## src/rtl/note_buffer_writer.sv

```systemverilog
// Purpose: writes the per-frame note-y list into the back bank of a double-buffered RAM and swaps banks at vblank.
// Latency: entries are written the cycle they are accepted; the reader sees a new bank 2 cycles after frame_tick in WAIT.
// Backpressure: in_ready is high only in FILL; once the list is complete the writer stalls upstream until the swap.
module note_buffer_writer #(
  parameter int AW = 5
) (
  input  logic          clk,
  input  logic          resetn,
  input  logic          frame_tick,
  input  logic          in_valid,
  input  logic [7:0]    in_y,
  input  logic          in_last,
  output logic          in_ready,
  output logic          wr_en,
  output logic          wr_bank,
  output logic [AW-1:0] wr_addr,
  output logic [7:0]    wr_data,
  output logic          rd_bank,
  output logic [AW:0]   disp_count,
  output logic          overflow,
  output logic          overrun
);

  typedef enum logic [1:0] {
    FILL = 2'd0,
    WAIT = 2'd1,
    SWAP = 2'd2
  } state_t;

  localparam logic [AW:0] PTR_ONE = {{AW{1'b0}}, 1'b1};

  state_t      state_q, state_d;
  // One bit wider than the bank address so it can hold 2^AW; the top bit
  // being set means the back bank is full.
  logic [AW:0] fill_ptr_q, fill_ptr_d;
  logic        wr_bank_q, wr_bank_d;
  logic [AW:0] disp_count_q, disp_count_d;
  logic        overflow_q, overflow_d;
  logic        overrun_q, overrun_d;
  logic        bank_full;

  assign bank_full = fill_ptr_q[AW];

  // Next-state and handshake logic; reset gates the handshake so nothing is accepted or written while resetn is low.
  always_comb begin
    state_d      = state_q;
    fill_ptr_d   = fill_ptr_q;
    wr_bank_d    = wr_bank_q;
    disp_count_d = disp_count_q;
    overflow_d   = overflow_q;
    overrun_d    = overrun_q;
    in_ready     = 1'b0;
    wr_en        = 1'b0;

    unique case (state_q)
      FILL: begin
        in_ready = resetn;
        if (in_valid && resetn) begin
          // Entries past the end of the bank are still accepted (so the
          // list can complete) but are dropped rather than written.
          if (bank_full) begin
            overflow_d = 1'b1;
          end else begin
            wr_en      = 1'b1;
            fill_ptr_d = fill_ptr_q + PTR_ONE;
          end
        end
        if (in_valid && resetn && in_last) begin
          // A tick landing on the final entry still counts as a completed list.
          state_d = frame_tick ? SWAP : WAIT;
        end else if (frame_tick) begin
          // List not finished by vblank: keep showing the old front bank and
          // start refilling the back bank from the top.
          overrun_d  = 1'b1;
          fill_ptr_d = '0;
        end
      end
      WAIT: begin
        if (frame_tick) begin
          state_d = SWAP;
        end
      end
      SWAP: begin
        wr_bank_d    = ~wr_bank_q;
        disp_count_d = fill_ptr_q;
        fill_ptr_d   = '0;
        state_d      = FILL;
      end
      default: begin
        state_d = FILL;
      end
    endcase
  end

  // State registers with synchronous active-low reset; any partial list is discarded.
  always_ff @(posedge clk) begin
    if (!resetn) begin
      state_q      <= FILL;
      fill_ptr_q   <= '0;
      wr_bank_q    <= 1'b1;
      disp_count_q <= '0;
      overflow_q   <= 1'b0;
      overrun_q    <= 1'b0;
    end else begin
      state_q      <= state_d;
      fill_ptr_q   <= fill_ptr_d;
      wr_bank_q    <= wr_bank_d;
      disp_count_q <= disp_count_d;
      overflow_q   <= overflow_d;
      overrun_q    <= overrun_d;
    end
  end

  assign wr_bank    = wr_bank_q;
  assign rd_bank    = ~wr_bank_q;
  assign wr_addr    = fill_ptr_q[AW-1:0];
  assign wr_data    = in_y;
  assign disp_count = disp_count_q;
  assign overflow   = overflow_q;
  assign overrun    = overrun_q;

endmodule

```

## config.mk

```make
export PLATFORM = sky130hd
export DESIGN_NAME = note_buffer_writer
export DESIGN_NICKNAME = d
export VERILOG_FILES = /design/src/rtl/note_buffer_writer.sv
export SDC_FILE = /design/constraint.sdc
export NUM_CORES = 1
export LEC_CHECK = 0
export CORE_MARGIN = 2
export CORE_UTILIZATION = 43
export CTS_CLUSTER_SIZE = 25
export DETAILED_ROUTE_END_ITERATION = 10
export PLACE_DENSITY_LB_ADDON = 0.25
export SETUP_SLACK_MARGIN = 0.4
export SLEW_MARGIN = 20
export SYNTH_ARGS = -nofsm -noshare
export SYNTH_HDL_FRONTEND = slang
export SYNTH_SLANG_ARGS = --single-unit
```

## constraint.sdc

```tcl
create_clock -name clk -period 3.8 [get_ports clk]
set_input_delay 0.95 -clock clk [delete_from_list [all_inputs] [get_ports clk]]
set_output_delay 0.95 -clock clk [all_outputs]
set_load 0.1 [all_outputs]
```

## After elaboration in Yosys (flattened, before gate mapping)

Index checks and enable logic that the tools add are counted.

| storage, ports and cells | value |
|---|---|
| memory bits (read-only) | 0 |
| memory bits (writable) | 0 |
| memories | 0 |
| bits in latches | 0 |
| register bits after elaboration | 17 |
| word-level logic and storage cells | 33 |

| operators by class | value |
|---|---|
| shifts and indexed selects | 0 |
| divide/modulo/power cells | 0 |
| reduce and logical (&&, ||, !) cells | 7 |
| order comparisons | 0 |
| multiply operators | 0 |
| muxes and demuxes | 13 |
| equality and inequality tests | 4 |
| add/subtract/negate cells | 1 |
| bitwise gates (word level) | 2 |

Operator list:

| operator | number |
|---|---|
| 2-to-1 mux 6 bit | 4 |
| one-hot mux 6 bit (2 select lines) | 1 |
| adder 6 x 1 -> 6 bit, second input constant | 1 |
| 2-to-1 mux 2 bit | 3 |
| AND reduction 3 bit | 2 |
| 2-to-1 mux 1 bit | 4 |
| inequality test 2 bit, second input constant | 2 |
| one-hot mux 2 bit (2 select lines) | 1 |
| equality test 2 x 1 -> 1 bit, second input constant | 1 |
| equality test 2 bit, second input constant | 1 |
| logical AND 1 bit | 2 |
| logical NOT 2 bit | 1 |
| NOT 1 bit | 2 |
| AND reduction 2 bit | 1 |
| nonzero test 2 bit | 1 |

## Logic depth before layout (Yosys ltp)

Gate-level depths: netlist (run 1).

| depth | value |
|---|---|
| depth in word-level cells | 6 |
| mapped depth | 5 |
| depth with buffers taken out | 5 |

## Worst setup path before layout (run 1)

Ideal clock, no wire load.

| path | value |
|---|---|
| kind | input to output |
| start | input resetn |
| end | output wr_en |
| data required time | 2.850 ns |
| buffers on the path | 1 |
| setup slack | -0.403 ns |
| arrival time | 3.253 ns |
| stages on the path | 3 |
| cells stage by stage | buf_6 -> nand3b_1 -> nor3_1 |

| on the way | value |
|---|---|
| longest elaborated chain between the ends | 3 |

RTL lines:

| item | line | RTL |
|---|---|---|
| start, declared | 8 | `input logic resetn,` |
| logical AND 1 bit | 58 | `if (in_valid && resetn) begin` |
| 2-to-1 mux 1 bit | 58 |  |
| 2-to-1 mux 1 bit | 55 | `unique case (state_q)` |
| end, declared | 14 | `output logic wr_en,` |

No other way between the ends.

## Final worst setup path (run 1)

| path | value |
|---|---|
| start | input in_valid |
| end | output wr_en |

| on the way | value |
|---|---|
| longest elaborated chain between the ends | 3 |

RTL lines:

| item | line | RTL |
|---|---|---|
| start, declared | 10 | `input logic in_valid,` |
| logical AND 1 bit | 58 |  |
| 2-to-1 mux 1 bit | 58 |  |
| 2-to-1 mux 1 bit | 55 |  |

No other way between the ends.

==> results of run 1 <==
==> final cells by class <==
class	count	area, um2
fill	190	885
sequential	17	340
multi-input combinational	61	372
timing repair buffer	22	238
inverter	2	7.51
tap	27	33.8
clock buffer	4	26.3
==> tightest hold or removal path, cell delays in order, from the launching register on <==
cell and delay [ns]:
sky130_fd_sc_hd__dfxtp_1 0.32, sky130_fd_sc_hd__nand2_1 0.04, sky130_fd_sc_hd__a21boi_0 0.06
==> sequential cells by signal, indices dropped and copies added (netlist names) <==
name and cells:
wr_bank 1, disp_count 6, fill_ptr_q 6, overrun 1, overflow 1, state_q 2
==> power by group through the flow <==
stage	logic, mW	clock network [mW]	registers [mW]
2_1_floorplan	0.133	0	0.213
3_3_place_gp	0.127	0	0.203
3_5_place_dp	0.130	0	0.203
4_1_cts	0.130	0.0991	0.199
5_1_grt	0.135	0.107	0.201
6_report	0.129	0.0979	0.199
==> final timing paths <==
path,endpoint,slack (ns),cells past startpoint
max,wr_en,0.63,4
min,disp_count[2],0.47,2
max reg2reg,fill_ptr_q[4],2.31,4
min reg2reg,disp_count[2],0.47,2
==> synth_stat cells <==
master                      n  share of area, %
sky130_fd_sc_hd__nor3_1     1              0.59
sky130_fd_sc_hd__a31oi_1    6               4.5
sky130_fd_sc_hd__o21bai_1   1              0.89
sky130_fd_sc_hd__a21oi_1    5               3.0
sky130_fd_sc_hd__clkbuf_1   2              0.89
sky130_fd_sc_hd__nor4bb_1   1               1.2
sky130_fd_sc_hd__or2b_1     1              0.89
sky130_fd_sc_hd__nor2_1     4               1.8
sky130_fd_sc_hd__nor4b_1    2               2.1
sky130_fd_sc_hd__dfxtp_1   17                40
sky130_fd_sc_hd__ha_1       1               1.5
sky130_fd_sc_hd__a21boi_0   6               5.3
sky130_fd_sc_hd__a22o_1     1               1.0
sky130_fd_sc_hd__o21ai_0    2               1.2
sky130_fd_sc_hd__nand4_1    1              0.74
sky130_fd_sc_hd__nand3_1    1              0.59
sky130_fd_sc_hd__nand2b_1   1              0.74
sky130_fd_sc_hd__a21boi_2   1               1.3
sky130_fd_sc_hd__xnor2_1    1               1.0
sky130_fd_sc_hd__buf_4     13                12
sky130_fd_sc_hd__and2_2     1              0.89
sky130_fd_sc_hd__inv_1      2              0.89
sky130_fd_sc_hd__and3b_1    1               1.0
sky130_fd_sc_hd__and2b_1    1              0.89
sky130_fd_sc_hd__nand3b_1   1              0.89
sky130_fd_sc_hd__nand2_1   17               7.6
sky130_fd_sc_hd__nor2b_1    2               1.5
sky130_fd_sc_hd__a32o_1     2               2.4
sky130_fd_sc_hd__buf_6      2               2.7
==> metal layers <==
layer / vias up / track usage, %
met5: - / 0
met1: 317 / 20.1
li1: 338 / -
met4: 0 / 8.11
met3: 4 / 4.07
met2: 18 / 22.9
==> kinds of logic after synthesis <==
group	Yosys count
AOI/OAI and AO/OA	24
adders and majority gates	1
xor gates and xnor gates	1
buffers and inverters	19
and+or+nand+nor	35
DFF	17
==> results by stage, run 1 <==
Status:
- The run finished with clean final reports.

Min path:
- The start point of the worst hold path is disp_count[2].
- In this run the worst hold path is classified as reg2reg.

Timing:
- The transition time at the pin with the least slew margin is a little under 1 ns.
- Once routing completed, OpenROAD measured the worst setup slack at 0.628 ns.
- In the finished design, the share of the clock period the worst path needs comes to between 80 and 90%.
- The total setup violations reported at the end of the flow is 0.
- The max-slew headroom at the worst pin is 34.5%.
- On the final layout, the worst clock skew is 0.00910 ns.
- The final critical path time including I/O delays and setup is 3.17 ns.
- The sum of negative setup slack is 0 ns.
- The highest clock frequency the design can meet is 315 MHz.
- Setup repair after global routing left no endpoint under its margin.
- The number of failing hold endpoints at the final stage was 0.
- Across all hold checks on the routed design, the worst slack comes to 0.467 ns.
- The final count of pins violating max slew is 0.

Global routing:
- The first global-routing pass estimated roughly 2.5 mm of wire.
- The total routing resource utilization after global routing is 15.3%.
- The residual overflow from global routing is 0.
- The number of global-route vias before repair came to 555.
- Entering global routing, the biggest net connects 19 pins.
- The number of antenna violations at the first check in global routing is 0.

Placement:
- The cell area after placement is 991 um2.
- The count of input and output buffers is 21.
- The routability congestion estimate is 0.813.
- The HPWL after detailed placement is 1.15 mm.
- The minimum setup slack after placement is about 0.65 ns.
- Including well taps, the total number of placed cells is 129.

Logic synthesis:
- Synthesis instantiated 29 different standard cells from the library.
- The net count after synthesis is 111.
- The average cell area after synthesis is 8.68 um2.
- For this run, the number of Yosys warnings is 0.
- The cell area after synthesis is 842 um2.
- The sequential fraction of the synthesis area is 40.4%.
- Counting every instance in the synthesized netlist gives 97.
- The synthesized netlist devotes 19.6% of its cell area to compound gates.
- The mux cell area share after synthesis is 0%.
- Summing the areas of all xor and xnor instances in the mapped netlist gives 1.04% of the synthesized area.
- By area, the combinational part of the netlist is dominated by simple AND/OR/NAND/NOR gates.
- The synthesized flop and latch total is 17.
- Of the total synthesized cell area, the portion taken by AND, OR, NAND and NOR gates is between 20% and 30%.
- The post-synthesis share of cell area spent on full adders, half adders and majority gates is between 1 and 1.5%.

Clock tree:
- Counting the buffers created by CTS gives 3.
- After clock tree synthesis, the flow added hold-fix buffers numbering 0.
- CTS placed an instance of sky130_fd_sc_hd__clkbuf_4 at the clock tree root.
- The post-CTS setup-driven buffer insertion count is 0.
- The count of clock tree sinks is 17.
- The post-cts repair resize count is 0.
- Counting along the longest clock path gives a buffer depth of 2.
- The clock tree from TritonCTS is done.
- The clock latency at the later pin of the worst-skew pair is 0.29 ns.
- CTS built an H-tree with a depth of 1.
- Clock-pin slew was measured on the worst setup and hold paths at 0.10 ns.

Final layout:
- The filler-free cell count of the finished design is 133.
- The number of nets at the end of the flow is 121.
- The most frequent standard cell in the layout excluding fill and tap cells is sky130_fd_sc_hd__clkdlybuf4s50_1.
- The antenna diode count is 0.
- The library cells used most frequently in the layout, excluding fill and tap cells, are 19 x sky130_fd_sc_hd__clkdlybuf4s50_1, 17 x sky130_fd_sc_hd__nand2_1, 17 x sky130_fd_sc_hd__dfxtp_1.
- Compared with the post-synthesis result, the final layout area differs by 20.8%.
- The post-route core utilization is 53.5%.
- With fillers left out, the area of the finished cells amounts to slightly above 0.001 mm2.
- The post-route netlist has 8.49% of its cells at a drive strength greater than 1.

Routing:
- After detailed routing, the total wire length is about 1.6 mm.
- Once detail routing completed, the nets flagged for antenna violations numbered 0.
- Dividing the detail-routed wire length by the instance count gives 11.9 um.
- After detailed routing, the wire length on met1 is 718 um.
- For this run, design rule violations remaining after detail routing come to 0.
- Dividing the detail-routed via count by the number of cells gives between 5 and 6.
- The highest metal layer carrying signal wires in the routed design is met4.
- The first TritonRoute pass finished after 4 iterations.
- The length of routed met2 wiring is 756 um.
- After the first detailed-routing iteration, the DRC count stood at 14.
- Summing over every cut layer, the via total after detailed routing is between 600 and 700.
- After detailed routing, the met3 layer carries a little over 80 um of wire.

Critical path:
- The critical path endpoint category is an output port.
- In this run the worst path has a maximum fanout of 6.
- The largest individual stage delay along the critical path comes from the cell sky130_fd_sc_hd__clkdlybuf4s50_1.
- The launching point of the worst reg2reg path is state_q[0].
- STA puts the critical path data required time at 2.85 ns.
- On the worst path, the slowest cell contributes a delay of 0.60 ns.
- The gate family responsible for the most delay along the worst path is buffers and inverters.
- Traced cell by cell, the critical path runs through clkdlybuf4s50_1, nand3b_1, nor3_2, buf_12.
- The critical path contains buffers and inverters numbering 2 combined.
- The first element of the critical path is in_valid.
- The startpoint type of the worst setup path is a primary input.
- The data arrival at the endpoint of the critical path is 2.22 ns.
- The critical path is of the in2out type.

Floorplanning:
- The die covers around 0.0023 mm2.
- The die is 48.3 um wide.
- The die is 48.3 um tall.
- The boundary pin count is 38.
- The initial utilization of the core area, before any placement, comes to between 40% and 50%.
- The core region is 0.00190 mm2.
- The total number of placement rows is 16.

Pwr:
- The overall power after layout is approximately 430 uW.
- In this run the power density over the cells is about 420 mW/mm2.
- The maximum resistive drop on vdd is 0.204 mV.
- Cell internal power was estimated by the tool at 264 uW.
- In this run the power spent charging and discharging nets is 162 uW.
- In this run, the combinational gates consume 30.4% of the power.
- The switching share of total power is 38.1%.
- Sequential cells burn 46.6% of the power.
- The part of the power in the clock network is 23.0%.
- In this run the static leakage power is 0.358 nW.

Job:
- Across the run, the number of max-cap violations was 0.
No activity file was read; power rests on OpenSTA's default activity.
==> inputs of run 2 (changes only) <==
--- a/config.mk
+++ b/config.mk
@@ -6,7 +6,7 @@
 export NUM_CORES = 1
 export LEC_CHECK = 0
 export CORE_MARGIN = 2
-export CORE_UTILIZATION = 43
+export CORE_UTILIZATION = 36
 export CTS_CLUSTER_SIZE = 25
 export DETAILED_ROUTE_END_ITERATION = 10
 export PLACE_DENSITY_LB_ADDON = 0.25
==> constraint.sdc (replaced) <==
create_clock -name clk -period 2.8 [get_ports clk]
set_input_delay 0.7 -clock clk [delete_from_list [all_inputs] [get_ports clk]]
set_output_delay 0.7 -clock clk [all_outputs]
set_load 0.1 [all_outputs]
==> run 2 against run 1 <==
- combinational power grew 33%
- highest routed layer unchanged
- non-clock buffer count grew 2
- register-to-register slack lost 1.0 ns
- critical endpoint unchanged
- cell area shrank 1.7%
- count of clock-buffer cells in the layout is the same
- hold slack is essentially flat
- largest power group unchanged
==> results by stage, run 2 (synthesized netlist as in run 1, its figures left out) <==
Status:
- Result of the run: finished, final reports clean (unchanged).

Global routing:
- The first-pass GRT wire length is 2.82 mm (was 2.48 mm).
- The number of global-route vias before repair came to 658 (was 555).
- The largest net degree at the start of global routing was 18 (was 19).
- The number of antenna violations at the first check in global routing is 0 (unchanged).
- The residual overflow from global routing is 0 (unchanged).
- The total routing resource utilization after global routing is 13.8% (was 15.3%).

Final layout:
- The register area is 340 um2 (unchanged).
- The area of the multi-input gates is 378 um2 (was 372 um2).
- The antenna diode count was 0 (unchanged).
- Most frequent cells in the layout: 18 x sky130_fd_sc_hd__buf_4, 17 x sky130_fd_sc_hd__nand2_1, 17 x sky130_fd_sc_hd__dfxtp_1 (was 19 x sky130_fd_sc_hd__clkdlybuf4s50_1, 17 x sky130_fd_sc_hd__nand2_1, 17 x sky130_fd_sc_hd__dfxtp_1).
- The most frequent standard cell in the layout excluding fill and tap cells is sky130_fd_sc_hd__buf_4 (was sky130_fd_sc_hd__clkdlybuf4s50_1).
- The filler cell count in the final layout was 242 (was 190).
- The number of nets at the end of the flow came to 123 (was 121).
- The layout overhead on the synthesized area is 18.7% (was 20.8%).
- The fraction of layout instances using a drive strength above 1 is 24.1% (was 8.49%).

Min path:
- The class of the worst hold path is reg2reg (unchanged).
- The start point of the worst hold path was disp_count[1] (was disp_count[2]).

Floorplanning:
- The floorplan die height is 52.4 um (was 48.3 um).
- The area of the core region came to 0.00221 mm2 (was 0.00190 mm2).
- The effective utilization at floorplan is 38.1% (was 44.3%).
- The die area is 0.00274 mm2 (was 0.00233 mm2).
- The total number of placement rows is 17 (was 16).
- The width of the die is 52.4 um (was 48.3 um).
- The boundary pin count is 38 (unchanged).

Critical path:
- The worst setup path endpoint is wr_en (unchanged).
- The critical path endpoint category is an output port (unchanged).
- The endpoint of the lowest-slack register-to-register path is fill_ptr_q[4] (unchanged).
- The stage delay of the slowest cell on the critical path is 0.31 ns (was 0.60 ns).
- The required time of the worst setup path is 2.10 ns (was 2.85 ns).
- The data arrival at the endpoint of the critical path is 1.61 ns (was 2.22 ns).
- Crit-path cells: dlygate4sd2_1, nand3b_1, nor3_4, buf_12 (was clkdlybuf4s50_1, nand3b_1, nor3_2, buf_12).
- The slowest cell on the critical path is sky130_fd_sc_hd__dlygate4sd2_1 (was sky130_fd_sc_hd__clkdlybuf4s50_1).
- The logic depth of the worst register-to-register path is 4 (unchanged).
- The launching point of the worst reg2reg path is state_q[0] (unchanged).
- The setup slack on the worst flop-to-flop path is 1.27 ns (was 2.31 ns).
- The highest fanout seen on the critical path was 6 (unchanged).
- The startpoint type of the worst setup path is a primary input (unchanged).
- The class of the most critical setup path is in2out (unchanged).
- The first element of the critical path is in_valid (unchanged).

Timing:
- The sum of negative setup slack is 0 ns (unchanged).
- RSZ-0062 raised after global routing: false (unchanged).
- The total setup violations reported at the end of the flow came to 0 (unchanged).
- The max-slew headroom at the worst pin is 75.2% (was 34.5%).
- The final critical path time including I/O delays and setup is 2.31 ns.
- The clock skew is 0.00115 ns (was 0.00910 ns).
- The final hold slack is 0.467 ns (about the same).
- The number of failing hold endpoints at the final stage came to 0 (unchanged).
- The transition time at the pin with the least slew margin is 0.366 ns (was 0.980 ns).
- After layout, the worst path uses 82.4% of the clock period.
- The highest clock frequency the design can meet is 433 MHz.
- The final count of pins violating max slew is 0 (unchanged).

Pwr:
- The areal power density over the cells is 572 mW/mm2 (was 419 mW/mm2).
- The maximum resistive drop on vdd came to 0.386 mV (was 0.204 mV).
- The leakage component of the power came to 0.395 nW (was 0.358 nW).

Routing:
- The number of nets still failing antenna checks after routing is 0 (unchanged).
- The sum of routed wire length over all layers is 1.61 mm (was 1.58 mm).
- The routed via count divided by cell count is 5.07 (was 5.09).
- The per-cell routed wire length is 11.8 um (was 11.9 um).
- The via count of the routed design is 689 (was 677).
- The DRC marker count from the first detailed-route iteration is 12 (was 14).
- The detailed-router iteration count before antenna repair is 4 (unchanged).
- The DRC violation count after routing is 0 (unchanged).

Job:
- The number of max-cap violations came to 0 (unchanged).

Clock tree:
- The clock latency at the later pin of the worst-skew pair is 0.29 ns (about the same).
- The cell chosen for the clock root is sky130_fd_sc_hd__clkbuf_4 (unchanged).
- The clock tree from TritonCTS is done (unchanged).
- The count of clock tree sinks is 17 (unchanged).
- The total CTS buffers came to 3 (unchanged).
- The clock transition time at the flip-flop clock pins of the worst setup and hold paths is 0.09 ns (was 0.10 ns).
- The maximum clock insertion buffer count came to 2 (unchanged).
- The maximum level of the CTS H-tree is 1 (unchanged).

Placement:
- The routability congestion estimate is 0.774 (was 0.813).
- The count of input and output buffers was 21 (unchanged).
- The detailed-placement wirelength estimate is 1.16 mm (was 1.15 mm).
-- run 2: power by group --
part | internal, mW | switching [mW] | leakage (nW)
Sequential | 0.253 | 0.0161 | 0.138
Clock | 0.0555 | 0.0753 | 0.0150
Combinational | 0.0460 | 0.126 | 0.242
Total | 0.355 | 0.217 | 0.395
-- run 2: per-layer routing --
layer  global-route usage (%)  vias up  share of wire [%]  wire length (um)
li1                         -      348                  -                 -
met2                     21.7       29                 45               723
met3                     5.71        6                8.2               131
met5                        0        -                  0                 0
met4                     5.98        0                1.1                18
met1                     16.5      306                 46               732
-- run 2: final cells by class --
| cell class | count | share of cell area [%] |
|---|---|---|
| multi-input combinational | 61 | 37.8 |
| sequential | 17 | 34.0 |
| timing repair buffer | 24 | 21.3 |
| tap | 28 | 3.50 |
| clock buffer | 4 | 2.63 |
| inverter | 2 | 0.751 |
-- run 2: what timing repair did --
action / 4_1_cts / 5_1_grt
resized for setup: 2 / 0
endpoints found under the setup margin: 1 / 0
hold endpoints to repair: 0 / 0
setup buffers: 1 / 0
hold buffers: 0 / 0
-- run 2: worst min path at each step --
stage | slack [ns] | endpoint | depth (start not counted)
5_1_grt | 0.50 | disp_count[1] | 2
4_1_cts | 0.47 | disp_count[1] | 2
6_report | 0.47 | disp_count[1] | 2
2_1_floorplan | 0.46 | fill_ptr_q[4] | 1
3_3_place_gp | 0.45 | disp_count[1] | 2
3_5_place_dp | 0.46 | disp_count[1] | 2
-- run 2: worst max-delay path, delay by kind of cell --
kind                   cells  cell delay (ns)
and+or+nand+nor            2             0.40
buffers and inverters      2             0.51
-- run 2: through the flow --
step	power, mW	worst slack (ns)	instances	util (%)	cell area, um2
after floorplan	0.471	0.334	97	-	853
after global placement	0.446	0.269	131	43.8	968
after detailed placement	0.446	0.241	131	43.8	968
after CTS	0.580	0.472	136	45.2	1000
after global routing	0.603	0.425	136	45.2	1000
final	0.572	0.492	136	45.2	1000
==> inputs of run 3 (changes only) <==
==> constraint.sdc (replaced) <==
create_clock -name clk -period 2.1 [get_ports clk]
set_input_delay 0.525 -clock clk [delete_from_list [all_inputs] [get_ports clk]]
set_output_delay 0.525 -clock clk [all_outputs]
set_load 0.1 [all_outputs]
==> run 3 against run 2 <==
- critical path depth fell by 1
- sequential cell count stayed put
- die area is the same
- non-clock buffer count grew 6
- sequential power increased by 35%
- sequential share of layout area is 3.1 points lower
- global-route usage grew 0.51 points
- wire length rose by 5.9%
- clock skew about the same
- final cell count is 4.4% higher
- first-iteration DRC count shrank 17%
- critical path type is now reg2out
- count of clock-buffer cells in the layout is the same
==> results by stage, run 3 (synthesized netlist as in run 1, its figures left out) <==
Floorplanning:
- The total number of placement rows is 17 (unchanged).
- The area of the core region came to 0.00221 mm2 (unchanged).
- The die area was 0.00274 mm2 (unchanged).
- The effective utilization at floorplan is 38.1% (unchanged).
- The boundary pin count is 38 (unchanged).
- The width of the die is 52.4 um (unchanged).
- The floorplan die height is 52.4 um (unchanged).

Routing:
- The number of nets still failing antenna checks after routing is 0 (unchanged).
- The routed length on met1 is 720 um (was 732 um).
- The routed via count divided by cell count came to 5.04 (was 5.07).
- The length of routed met2 wiring is 854 um (was 723 um).
- The DRC marker count from the first detailed-route iteration is 10 (was 12).
- The top layer reached by signal wires is met4 (unchanged).
- The per-cell routed wire length is 12.0 um (was 11.8 um).
- The DRC violation count after routing is 0 (unchanged).
- The detailed-router iteration count before antenna repair is 4 (unchanged).
- The wire length on met3 is 94 um (was 131 um).
- The sum of routed wire length over all layers was 1.70 mm (was 1.61 mm).
- The via count of the routed design came to 716 (was 689).

Global routing:
- The largest net degree at the start of global routing came to 11 (was 18).
- The total routing resource utilization after global routing is 14.3% (was 13.8%).
- The residual overflow from global routing is 0 (unchanged).
- The first-pass GRT wire length is 2.82 mm (about the same).
- The number of global-route vias before repair is 656 (was 658).
- The number of antenna violations at the first check in global routing is 0 (unchanged).

Pwr:
- The leakage component of the power is 0.441 nW (was 0.395 nW).
- The overall power after layout is 803 uW (was 572 uW).
- The areal power density over the cells came to 710 mW/mm2 (was 572 mW/mm2).
- The maximum resistive drop on vdd came to 0.432 mV (was 0.386 mV).

Critical path:
- The logic depth of the worst register-to-register path is 5 (was 4).
- The critical path endpoint category is an output port (unchanged).
- The launching point of the worst reg2reg path is fill_ptr_q[0] (was state_q[0]).
- The data arrival at the endpoint of the critical path is 1.23 ns (was 1.61 ns).
- The highest fanout seen on the critical path is 2 (was 6).
- The endpoint of the lowest-slack register-to-register path was fill_ptr_q[4] (unchanged).
- The required time of the worst setup path came to 1.57 ns (was 2.10 ns).
- The class of the most critical setup path was reg2out (was in2out).
- The startpoint type of the worst setup path is a flip-flop (was primary input).
- The setup slack on the worst flop-to-flop path is 0.63 ns (was 1.27 ns).

Timing:
- The clock skew is 0.00114 ns (was 0.00115 ns).
- The highest clock frequency the design can meet is 571 MHz.
- In the finished design, the share of the clock period the worst path needs comes to 83.4%.
- The final count of pins violating max slew is 0 (unchanged).
- The least setup slack across all paths after layout is 0.348 ns (was 0.492 ns).
- The total setup violations reported at the end of the flow was 0 (unchanged).
- The final hold slack is 0.453 ns (was 0.467 ns).
- The max-slew headroom at the worst pin is 77.7% (was 75.2%).
- The transition time at the pin with the least slew margin was 0.329 ns (was 0.366 ns).
- The number of failing hold endpoints at the final stage is 0 (unchanged).
- The worst path needs 1.75 ns of the cycle, external delays included.
- RSZ-0062 raised after global routing: true (was false).

Final layout:
- The area of the multi-input gates is 383 um2 (was 378 um2).
- The most frequent standard cell in the layout excluding fill and tap cells is sky130_fd_sc_hd__buf_4 (unchanged).
- Most frequent cells in the layout: 19 x sky130_fd_sc_hd__buf_4, 17 x sky130_fd_sc_hd__nand2_1, 13 x sky130_fd_sc_hd__dfxtp_1 (was 18 x sky130_fd_sc_hd__buf_4, 17 x sky130_fd_sc_hd__nand2_1, 17 x sky130_fd_sc_hd__dfxtp_1).
- The total non-filler cell area in the finished layout was 0.00113 mm2 (was 1000 um2).
- The antenna diode count is 0 (unchanged).
- The number of nets at the end of the flow is 129 (was 123).
- The layout overhead on the synthesized area is 34.3% (was 18.7%).
- The register area is 350 um2 (was 340 um2).
- The fraction of layout instances using a drive strength above 1 came to 34.2% (was 24.1%).
- The filler cell count in the final layout is 223 (was 242).

Placement:
- The count of input and output buffers is 21 (unchanged).
- The routability congestion estimate is 0.723 (was 0.774).
- The detailed-placement wirelength estimate is 1.26 mm (was 1.16 mm).
- The cell area after placement is 0.00108 mm2 (was 968 um2).
- The minimum setup slack after placement is 0.0394 ns (was 0.241 ns).

Clock tree:
- The clock tree from TritonCTS is done (unchanged).
- The maximum level of the CTS H-tree was 1 (unchanged).
- The clock transition time at the flip-flop clock pins of the worst setup and hold paths is 0.09 ns (about the same).
- The total CTS buffers is 3 (unchanged).
- The number of buffers inserted for hold repair after clock tree synthesis is 0 (unchanged).
- The maximum clock insertion buffer count came to 2 (unchanged).
- The cell chosen for the clock root is sky130_fd_sc_hd__clkbuf_4 (unchanged).
- The count of clock tree sinks is 17 (unchanged).
- The clock latency at the later pin of the worst-skew pair was 0.29 ns (about the same).

Status:
- Result of the run: finished, final reports clean (unchanged).

Min path:
- The start point of the worst hold path is frame_tick (was disp_count[1]).
- The hold path depth is 2 (unchanged).
- The class of the worst hold path is in2reg (was reg2reg).
- The hold path endpoint is state_q[0] (was disp_count[1]).

Job:
- The number of max-cap violations is 0 (unchanged).
run 3: changes by cell type in the layout (fill, tap and decap cells not counted), sizes merged:
cell / delta
clkinvlp: +1
clkdlybuf4s50: -1
dlygate4sd2: -2
dlymetal6s2s: +1
clkdlybuf4s15: +2
buf: +6
inv: -1
run 3: cell type report:
| cell class | count | area share, % |
|---|---|---|
| clock buffers | 4 | 2.32 |
| inverters | 2 | 0.996 |
| multi-input cells | 61 | 33.8 |
| flip-flops and latches | 17 | 31.0 |
| well taps | 28 | 3.10 |
| repair buffers | 30 | 28.8 |
run 3: metrics by stage:
stage | util, % | setup TNS (ns) | instances
finish | 51.1 | 0 | 142
global route | 51.1 | 0 | 142
CTS | 50.6 | 0 | 141
detailed placement | 48.7 | 0 | 136
global placement | 48.7 | 0 | 136
floorplan | - | -0.0163 | 97
run 3: what timing repair did:
| item | in CTS | in global routing |
|---|---|---|
| pin swaps | 2 | 1 |
| cloned | 0 | 0 |
| endpoints found under the setup margin | 4 | 7 |
| setup buffers | 1 | 1 |
| resized for setup | 9 | 2 |
run 3: worst max-delay path, cell delays in order (launching register included):
cell,delay [ns]
sky130_fd_sc_hd__dfxtp_4,0.36
sky130_fd_sc_hd__nand3b_1,0.21
sky130_fd_sc_hd__nor3_4,0.18
sky130_fd_sc_hd__buf_12,0.20
run 3: where the power goes:
part / total, mW / internal [mW] / switching (mW) / leakage [nW]
combinational: 0.266 / 0.0958 / 0.171 / 0.287
clock: 0.172 / 0.0738 / 0.0979 / 0.0150
sequential: 0.364 / 0.336 / 0.0282 / 0.139
run 3: per-layer routing:
layer	GRT usage, %	vias up
li1	-	356
met1	16.6	336
met2	23.8	20
met3	3.71	4
met4	8.12	0
met5	0	-
run 3: how the worst max path moves through the flow:
stage	to	slack [ns]	startpoint	cells past startpoint
after detailed placement	wr_en	0.04	in_valid	4
after global placement	wr_en	0.05	in_valid	4
final	wr_en	0.35	fill_ptr_q[5]	3
after CTS	wr_en	0.27	fill_ptr_q[5]	3
after floorplan	wr_en	-0.02	resetn	3
after global routing	wr_en	0.29	fill_ptr_q[5]	3
